**src/rtl/multdiv_if.sv**
```systemverilog
// multdiv_if: operand/control/result bundle between the execute stage and
// the multi-cycle multiply/divide unit.
//   data_operandA/B  operands, sampled only on the start cycle
//   ctrl_MULT/DIV    1-cycle start pulses (MULT has priority)
//   data_result      low WIDTH bits of product, or quotient
//   data_exception   overflow / divide-by-zero, valid with data_resultRDY
//   data_resultRDY   1-cycle pulse marking result/exception valid
// Modports: master = requester (execute stage / bench), slave = multdiv.
interface multdiv_if #(
  parameter int WIDTH = 32
);
  logic [WIDTH-1:0] data_operandA;
  logic [WIDTH-1:0] data_operandB;
  logic             ctrl_MULT;
  logic             ctrl_DIV;
  logic [WIDTH-1:0] data_result;
  logic             data_exception;
  logic             data_resultRDY;

  modport master (
    output data_operandA, data_operandB, ctrl_MULT, ctrl_DIV,
    input  data_result, data_exception, data_resultRDY
  );

  modport slave (
    input  data_operandA, data_operandB, ctrl_MULT, ctrl_DIV,
    output data_result, data_exception, data_resultRDY
  );
endinterface

```
**src/rtl/multdiv.sv**
```systemverilog
// multdiv: multi-cycle signed WIDTH-bit multiply/divide unit.
//   Multiply: radix-2 shift-add, WIDTH iterations; with MULTDIV_BOOTH4_EN
//             defined, radix-4 Booth recoding, WIDTH/2 iterations.
//   Divide:   restoring (non-performing) on magnitudes, DIV_ITERS iterations,
//             quotient negated when operand signs differ (truncates to zero).
// Ports:
//   clock   rising-edge clock
//   resetn  asynchronous active-low reset
//   bus     multdiv_if.slave (operands, start pulses, result/exception/RDY)
// A start pulse in any state aborts the running op and restarts with the
// new operands; the aborted op never pulses data_resultRDY. Results and
// exception hold until the next completion; data_resultRDY marks validity.
module multdiv #(
  parameter int WIDTH     = 32,
  parameter int DIV_ITERS = 32
) (
  input  logic      clock,
  input  logic      resetn,
  multdiv_if.slave  bus
);

  localparam int CW = $clog2(WIDTH) + 1;

`ifdef MULTDIV_BOOTH4_EN
  localparam int MUL_ITERS = WIDTH / 2;
  localparam int MUL_SHIFT = 2;
`else
  localparam int MUL_ITERS = WIDTH;
  localparam int MUL_SHIFT = 1;
`endif

  typedef enum logic [1:0] {
    IDLE,
    MULT,
    DIV,
    DONE
  } state_t;

  state_t             state;
  logic [CW-1:0]      cnt;

  // multiply datapath
  logic [2*WIDTH-1:0] acc;
  logic [2*WIDTH-1:0] mcand;
  logic [WIDTH-1:0]   mplier;
`ifdef MULTDIV_BOOTH4_EN
  logic               booth_prev;
`endif
  logic [2*WIDTH-1:0] acc_next;
  logic [WIDTH:0]     mul_hi;
  logic               mul_exc;
  logic               mul_last;

  // divide datapath
  logic [WIDTH-1:0]   rem;
  logic [WIDTH-1:0]   quo;
  logic [WIDTH-1:0]   dvsr;
  logic               neg_q;
  logic               div_ovf;
  logic               div_zero;
  logic [WIDTH:0]     div_trial;
  logic [WIDTH:0]     div_diff;
  logic               div_ge;
  logic [WIDTH-1:0]   rem_next;
  logic [WIDTH-1:0]   quo_next;
  logic               div_last;
  logic               unused_div_bits;

  // operand conditioning
  logic [WIDTH-1:0]   op_a;
  logic [WIDTH-1:0]   op_b;
  logic [WIDTH-1:0]   abs_a;
  logic [WIDTH-1:0]   abs_b;

  // registered outputs
  logic [WIDTH-1:0]   result_q;
  logic               exc_q;
  logic               rdy_q;

  assign op_a  = bus.data_operandA;
  assign op_b  = bus.data_operandB;
  // -0x8000... stays 0x8000..., which read unsigned is the correct magnitude
  assign abs_a = op_a[WIDTH-1] ? -op_a : op_a;
  assign abs_b = op_b[WIDTH-1] ? -op_b : op_b;

  assign mul_last = (cnt == CW'(MUL_ITERS - 1));
  assign div_last = (cnt == CW'(DIV_ITERS - 1));

  // One multiply step. The 2W-bit accumulator holds the exact signed
  // product; the multiplicand is kept sign-extended and shifted left.
  always_comb begin
    acc_next = acc;
`ifdef MULTDIV_BOOTH4_EN
    case ({mplier[1:0], booth_prev})
      3'b001, 3'b010: acc_next = acc + mcand;
      3'b011:         acc_next = acc + (mcand << 1);
      3'b100:         acc_next = acc - (mcand << 1);
      3'b101, 3'b110: acc_next = acc - mcand;
      default:        acc_next = acc;
    endcase
`else
    // the multiplier MSB carries weight -2^(W-1), so its partial product
    // is subtracted rather than added
    if (mplier[0]) begin
      acc_next = mul_last ? (acc - mcand) : (acc + mcand);
    end
`endif
  end

  // product fits signed WIDTH iff bits [2W-1:W-1] are a pure sign extension
  assign mul_hi  = acc_next[2*WIDTH-1:WIDTH-1];
  assign mul_exc = ~((&mul_hi) | ~(|mul_hi));

  // One restoring-divide step: shift in the next dividend bit and keep the
  // difference only when it does not go negative.
  assign div_trial = {rem, quo[WIDTH-1]};
  assign div_diff  = div_trial - {1'b0, dvsr};
  assign div_ge    = (div_trial >= {1'b0, dvsr});
  assign rem_next  = div_ge ? div_diff[WIDTH-1:0] : div_trial[WIDTH-1:0];
  assign quo_next  = {quo[WIDTH-2:0], div_ge};
  // remainder stays below the divisor (<= 2^(W-1)), so the top bit is never needed
  assign unused_div_bits = div_diff[WIDTH];

  always_ff @(posedge clock or negedge resetn) begin
    if (!resetn) begin
      state      <= IDLE;
      cnt        <= '0;
      acc        <= '0;
      mcand      <= '0;
      mplier     <= '0;
`ifdef MULTDIV_BOOTH4_EN
      booth_prev <= 1'b0;
`endif
      rem        <= '0;
      quo        <= '0;
      dvsr       <= '0;
      neg_q      <= 1'b0;
      div_ovf    <= 1'b0;
      div_zero   <= 1'b0;
      result_q   <= '0;
      exc_q      <= 1'b0;
      rdy_q      <= 1'b0;
    end else begin
      rdy_q <= 1'b0;
      if (bus.ctrl_MULT) begin
        state      <= MULT;
        cnt        <= '0;
        acc        <= '0;
        mcand      <= {{WIDTH{op_a[WIDTH-1]}}, op_a};
        mplier     <= op_b;
`ifdef MULTDIV_BOOTH4_EN
        booth_prev <= 1'b0;
`endif
      end else if (bus.ctrl_DIV) begin
        // divide-by-zero still passes through DIV for one cycle so that
        // RDY lands in the cycle after E1
        state    <= DIV;
        cnt      <= '0;
        rem      <= '0;
        quo      <= abs_a;
        dvsr     <= abs_b;
        neg_q    <= op_a[WIDTH-1] ^ op_b[WIDTH-1];
        div_zero <= (op_b == '0);
        div_ovf  <= (op_a == {1'b1, {(WIDTH-1){1'b0}}}) && (op_b == '1);
      end else begin
        case (state)
          MULT: begin
            acc    <= acc_next;
            mcand  <= mcand << MUL_SHIFT;
            mplier <= mplier >> MUL_SHIFT;
`ifdef MULTDIV_BOOTH4_EN
            booth_prev <= mplier[1];
`endif
            cnt    <= cnt + CW'(1);
            if (mul_last) begin
              state    <= DONE;
              result_q <= acc_next[WIDTH-1:0];
              exc_q    <= mul_exc;
              rdy_q    <= 1'b1;
            end
          end
          DIV: begin
            if (div_zero) begin
              state    <= DONE;
              result_q <= '0;
              exc_q    <= 1'b1;
              rdy_q    <= 1'b1;
            end else begin
              rem <= rem_next;
              quo <= quo_next;
              cnt <= cnt + CW'(1);
              if (div_last) begin
                state    <= DONE;
                result_q <= neg_q ? -quo_next : quo_next;
                exc_q    <= div_ovf;
                rdy_q    <= 1'b1;
              end
            end
          end
          DONE:    state <= IDLE;
          default: state <= IDLE;
        endcase
      end
    end
  end

  assign bus.data_result    = result_q;
  assign bus.data_exception = exc_q;
  assign bus.data_resultRDY = rdy_q;

endmodule

```
**src/flat_wrapper.sv**
```systemverilog
// flat-port wrapper written by rule: the top's interface ports become plain ports
module multdiv_flat 
#(
  parameter int WIDTH     = 32,
  parameter int DIV_ITERS = 32
)
  (clock, resetn, bus_data_operandA, bus_data_operandB, bus_ctrl_MULT, bus_ctrl_DIV, bus_data_result, bus_data_exception, bus_data_resultRDY);
  multdiv_if #(.WIDTH(WIDTH)) bus_i ();
  input  logic clock;
  input  logic resetn;
  input wire logic [$bits(bus_i.data_operandA)-1:0] bus_data_operandA;
  input wire logic [$bits(bus_i.data_operandB)-1:0] bus_data_operandB;
  input wire logic [$bits(bus_i.ctrl_MULT)-1:0] bus_ctrl_MULT;
  input wire logic [$bits(bus_i.ctrl_DIV)-1:0] bus_ctrl_DIV;
  output wire logic [$bits(bus_i.data_result)-1:0] bus_data_result;
  output wire logic [$bits(bus_i.data_exception)-1:0] bus_data_exception;
  output wire logic [$bits(bus_i.data_resultRDY)-1:0] bus_data_resultRDY;
  assign bus_i.data_operandA = bus_data_operandA;
  assign bus_i.data_operandB = bus_data_operandB;
  assign bus_i.ctrl_MULT = bus_ctrl_MULT;
  assign bus_i.ctrl_DIV = bus_ctrl_DIV;
  assign bus_data_result = bus_i.data_result;
  assign bus_data_exception = bus_i.data_exception;
  assign bus_data_resultRDY = bus_i.data_resultRDY;
  multdiv #(.WIDTH(WIDTH), .DIV_ITERS(DIV_ITERS)) u_core (.clock(clock), .resetn(resetn), .bus(bus_i));
endmodule
```
**config.mk**
```make
export PLATFORM = sky130hd
export DESIGN_NAME = multdiv_flat
export DESIGN_NICKNAME = d
export VERILOG_FILES = /design/src/rtl/multdiv_if.sv /design/src/rtl/multdiv.sv /design/src/flat_wrapper.sv
export SDC_FILE = /design/constraint.sdc
export NUM_CORES = 1
export LEC_CHECK = 0
export CAP_MARGIN = 15
export CORE_MARGIN = 2
export CORE_UTILIZATION = 50
export CTS_BUF_LIST = sky130_fd_sc_hd__clkbuf_4 sky130_fd_sc_hd__clkbuf_8 sky130_fd_sc_hd__clkbuf_16
export DETAILED_ROUTE_END_ITERATION = 8
export MAX_ROUTING_LAYER = met4
export PLACE_DENSITY = 0.7
export RECOVER_POWER = 50
export SLEW_MARGIN = 20
export SYNTH_ARGS = -nofsm -noshare
export SYNTH_HDL_FRONTEND = slang
export SYNTH_SLANG_ARGS = --single-unit
```
**constraint.sdc**
```tcl
create_clock -name clock -period 6.4 [get_ports clock]
set_input_delay 0.64 -clock clock [delete_from_list [all_inputs] [get_ports clock]]
set_output_delay 0.64 -clock clock [all_outputs]
set_load 0.1 [all_outputs]
```
==> impl_metrics.ini, run 1 <==
[status]
outcome = finished with violations
failed_checks = max-capacitance violations, max-slew violations

[clocking]
clockBufferDepth = 3
cts_tree = done
cts-root-buf = clkbuf_16
cts.hold.buffers_added = 0
cts_buffers = 37
path_clk_slew_ps = 60
h-tree-depth = 2
worstSkewPairLatency_ps = 570
clock-sinks = 301

[grt]
grt_start_max_net_pins = 164
grt.total_usage = 0.342
grt_pass1_wl_um = 124000
first_global_vias = 21600
overflow = 0
antenna_found_initial = 1

[synthesis]
synth-edff-count = 0
syn_nets = 3068
ys_seq_area_frac = 0.326
ys_types = 81
ys_warn_count = 0
synthCells = 2894
synth.avg_cell_area_um2 = 7.97
syn_area_um2 = 23100
synthFlopType = dfrtp_1
async_reset_ff_frac = 1.00
ys_seq_elements = 301

[critical_path]
cp-startpoint = u_core.mcand[12]
critical_path_class = reg2reg
worst-path-buf-inv = 1
crit_path_start_kind = flip-flop
critical_path.top_delay_family = simple AND/OR/NAND/NOR gates
worst-path-stages = 21
crit_slowest_cell = or4_4
cp_max_fo = 8
cp_data_arrival_time_ps = 6600
crit_chain = or4_4 -> or4_4 -> or2_4 -> nor2_4 -> nand2_1 -> buf_4 -> or2_2 -> o41ai_1 -> xor2_1 -> ha_2 -> nand4_1 -> or3_1 -> nor4_1 -> o21ai_1 -> and2_1 -> o2111a_1 -> a311oi_2 -> and2_1 -> nand4_1 -> o32ai_1 -> o211ai_1
endpoint_kind = flip-flop
worstPathRequired_ps = 6820
r2r_end = u_core.bus.data_exception
critical_path.max_stage_delay_ps = 530
rr_worst_depth = 21
endpoint = u_core.bus.data_exception
r2r_setup_slack_ps = 220
r2r_start = u_core.mcand[12]

[floorplan]
start_util = 0.507
core_area_um2 = 45500
die_x_um = 219
die_area_um2 = 47900
fp.dieH_um = 219
ios = 102
row_count = 78

[sta]
hold_viol = 0
max_freq_mhz = 162
period_needed_ps = 6180
slew_headroom = -2.01
fin_crit_sh = 0.966
finClkSkew_ps = 24.0
hold_ws_ps = 476
tightest_slew_ps = 4510
setup_viol_count_final = 0
slew_viol_final = 417
timing.final.ws_setup_ps = 218

[place]
io_buffers = 101
post_dp_cell_area_um2 = 25200
hpwlAfterDp_um = 58900
dp_slack_ps = -48.1
gp_congestion = 1.01

[layout]
area_growth_pct = 15.9
postLayoutCellArea_um2 = 26700
final_nets = 3161
mostFrequentLayoutCells = 418 x nand2_1, 300 x dfrtp_1, 280 x o21ai_0, 220 x nor2_1, 199 x a21oi_1
fillers = 4222
utilization = 0.588
final_common_cell = nand2_1
drive_gt1_frac = 0.0912

[route]
wl_um = 79900
routedWlPerCell_um = 22.1
first_pass_iters = 5
drcViolationCount = 0
via_count = 23000
drt-initial-drc-count = 2540
drtAntennaViolNets = 0
via_per_inst = 6.35

[power_and_ir_drop]
powerDensity_nw_per_um2 = 297
seqPwrFrac = 0.312
total_power_w = 0.00793
p_int_w = 0.00465
p_sw_w = 0.00328
swShare = 0.413
combPwrFrac = 0.386
p_leak_nw = 11.7
clkPwrFrac = 0.302
ir_drop_mv = 0.636

[run]
maxCapViolCount = 7

[min_path]
min_path_type = reg2reg
## what timing repair did
item | in CTS | in global routing
endpoints found under the setup margin | 1 | 3
pin swaps | 0 | 18
buffers inserted | 0 | 5
gates resized for setup | 2 | 53
## metrics by stage
| stage | setup TNS, ps | instances |
|---|---|---|
| floorplan | 0 | 2894 |
| global placement | 0 | 3543 |
| detailed placement | -48.1 | 3543 |
| CTS | 0 | 3611 |
| global route | -16.6 | 3617 |
| finish | 0 | 3617 |
## cells in the mapped netlist (5+ instances only)
master / instances / area, µm²
a21boi_0: 7 / 52.6
o211ai_1: 12 / 90.1
o41ai_1: 20 / 175
xor2_1: 136 / 1190
o22ai_1: 15 / 93.8
o221ai_1: 18 / 158
or2_2: 12 / 75.1
inv_1: 85 / 319
o31a_1: 5 / 43.8
dfrtp_1: 301 / 7530
nor3_1: 66 / 330
nand3_1: 41 / 205
and3_1: 26 / 163
o31ai_1: 46 / 345
a31oi_1: 53 / 332
nor4_1: 25 / 156
a21o_1: 31 / 233
o21ai_0: 293 / 1470
o21a_1: 31 / 233
ha_1: 104 / 1300
nand2b_1: 26 / 163
a311oi_1: 5 / 43.8
nand3b_1: 7 / 52.6
and4_1: 8 / 70.1
nor2_1: 221 / 830
and2_1: 14 / 87.6
xnor2_1: 66 / 578
buf_1: 17 / 63.8
nand2_1: 419 / 1570
or3_1: 39 / 244
nor2b_1: 13 / 81.3
or4_1: 27 / 203
a22oi_1: 9 / 67.6
clkbuf_1: 158 / 593
mux2i_1: 104 / 1040
o22a_1: 5 / 43.8
a221oi_1: 5 / 43.8
o211a_1: 5 / 50.1
a21oi_1: 203 / 1020
a211oi_1: 59 / 443
o2111ai_1: 8 / 70.1
o21bai_1: 19 / 143
o2bb2ai_1: 5 / 43.8
nand4_1: 52 / 325
## area by class of cell
class | instances | area (µm²) | area share
Clock buffer | 53 | 1100 | 0.0412
Antenna cell | 1 | 2.50 | 0.0000936
Clock inverter | 15 | 285 | 0.0107
Sequential cell | 301 | 7540 | 0.282
Multi-Input combinational cell | 2329 | 14800 | 0.552
Timing Repair Buffer | 231 | 1970 | 0.0736
Tap cell | 600 | 751 | 0.0281
Inverter | 87 | 327 | 0.0122
## flip-flops by register name (all words and copies together) (netlist names)
register	count
u_core.quo	32
u_core.div_zero	1
u_core.bus.data_exception	1
u_core.div_ovf	1
u_core.mplier	32
u_core.mcand	64
u_core.neg_q	1
u_core.cnt	6
u_core.bus.data_result	32
u_core.acc	64
u_core.bus.data_resultRDY	1
u_core.state	2
u_core.dvsr	32
u_core.rem	32
## worst reg2reg max path: stages, from the launching register on
cell	delay, ps
dfrtp_1	370
or4_4	530
or4_4	500
or2_4	270
nor2_4	90
nand2_1	80
buf_4	130
or2_2	280
o41ai_1	330
xor2_1	160
ha_2	440
nand4_1	270
or3_1	500
nor4_1	310
o21ai_1	220
and2_1	280
o2111a_1	290
a311oi_2	330
and2_1	170
nand4_1	100
o32ai_1	240
o211ai_1	110
## cell families after synthesis
family / share of synthesized area
fa+ha+maj: 0.0581
mux: 0.0461
buf+inv: 0.0431
compound gates: 0.241
flops: 0.326
simple gates: 0.209
xor+xnor: 0.0767
## layer usage
metal | GRT usage | part of all wire
met2 | 0.513 | 0.44
met1 | 0.483 | 0.45
met3 | 0.0517 | 0.080
met4 | 0.0905 | 0.025
met5 | - | 0
## power by group through the flow
stage                     combinational (W)  sequential, W  clock (W)
after global placement              0.00294        0.00248          0
after floorplan                     0.00139        0.00303          0
after CTS                           0.00298        0.00246    0.00242
after global routing                0.00327        0.00250    0.00250
after detailed placement            0.00297        0.00249          0
final                               0.00307        0.00247    0.00239
## worst min path at each step
stage	start	endpoint	slack [ps]	depth (start not counted)
6_report	u_core.dvsr[26]	u_core.dvsr[26]	480	2
5_1_grt	u_core.bus.data_result[19]	u_core.bus.data_result[19]	500	2
4_1_cts	resetn	u_core.bus.data_result[22]	70	1
3_5_place_dp	u_core.dvsr[26]	u_core.dvsr[26]	470	2
3_3_place_gp	u_core.dvsr[30]	u_core.dvsr[30]	460	2
2_1_floorplan	resetn	u_core.acc[0]	340	0
Power figures use the tool's default switching activity.
==> run 2: changes to the inputs <==
--- a/config.mk
+++ b/config.mk
@@ -13,7 +13,7 @@
 export MAX_ROUTING_LAYER = met4
 export PLACE_DENSITY = 0.7
 export RECOVER_POWER = 50
-export SLEW_MARGIN = 20
+export SLEW_MARGIN = 0
 export SYNTH_ARGS = -nofsm -noshare
 export SYNTH_HDL_FRONTEND = slang
 export SYNTH_SLANG_ARGS = --single-unit
==> results of run 2 <==
Same layout as run 1: the final DEF is identical, and so are final timing and power.
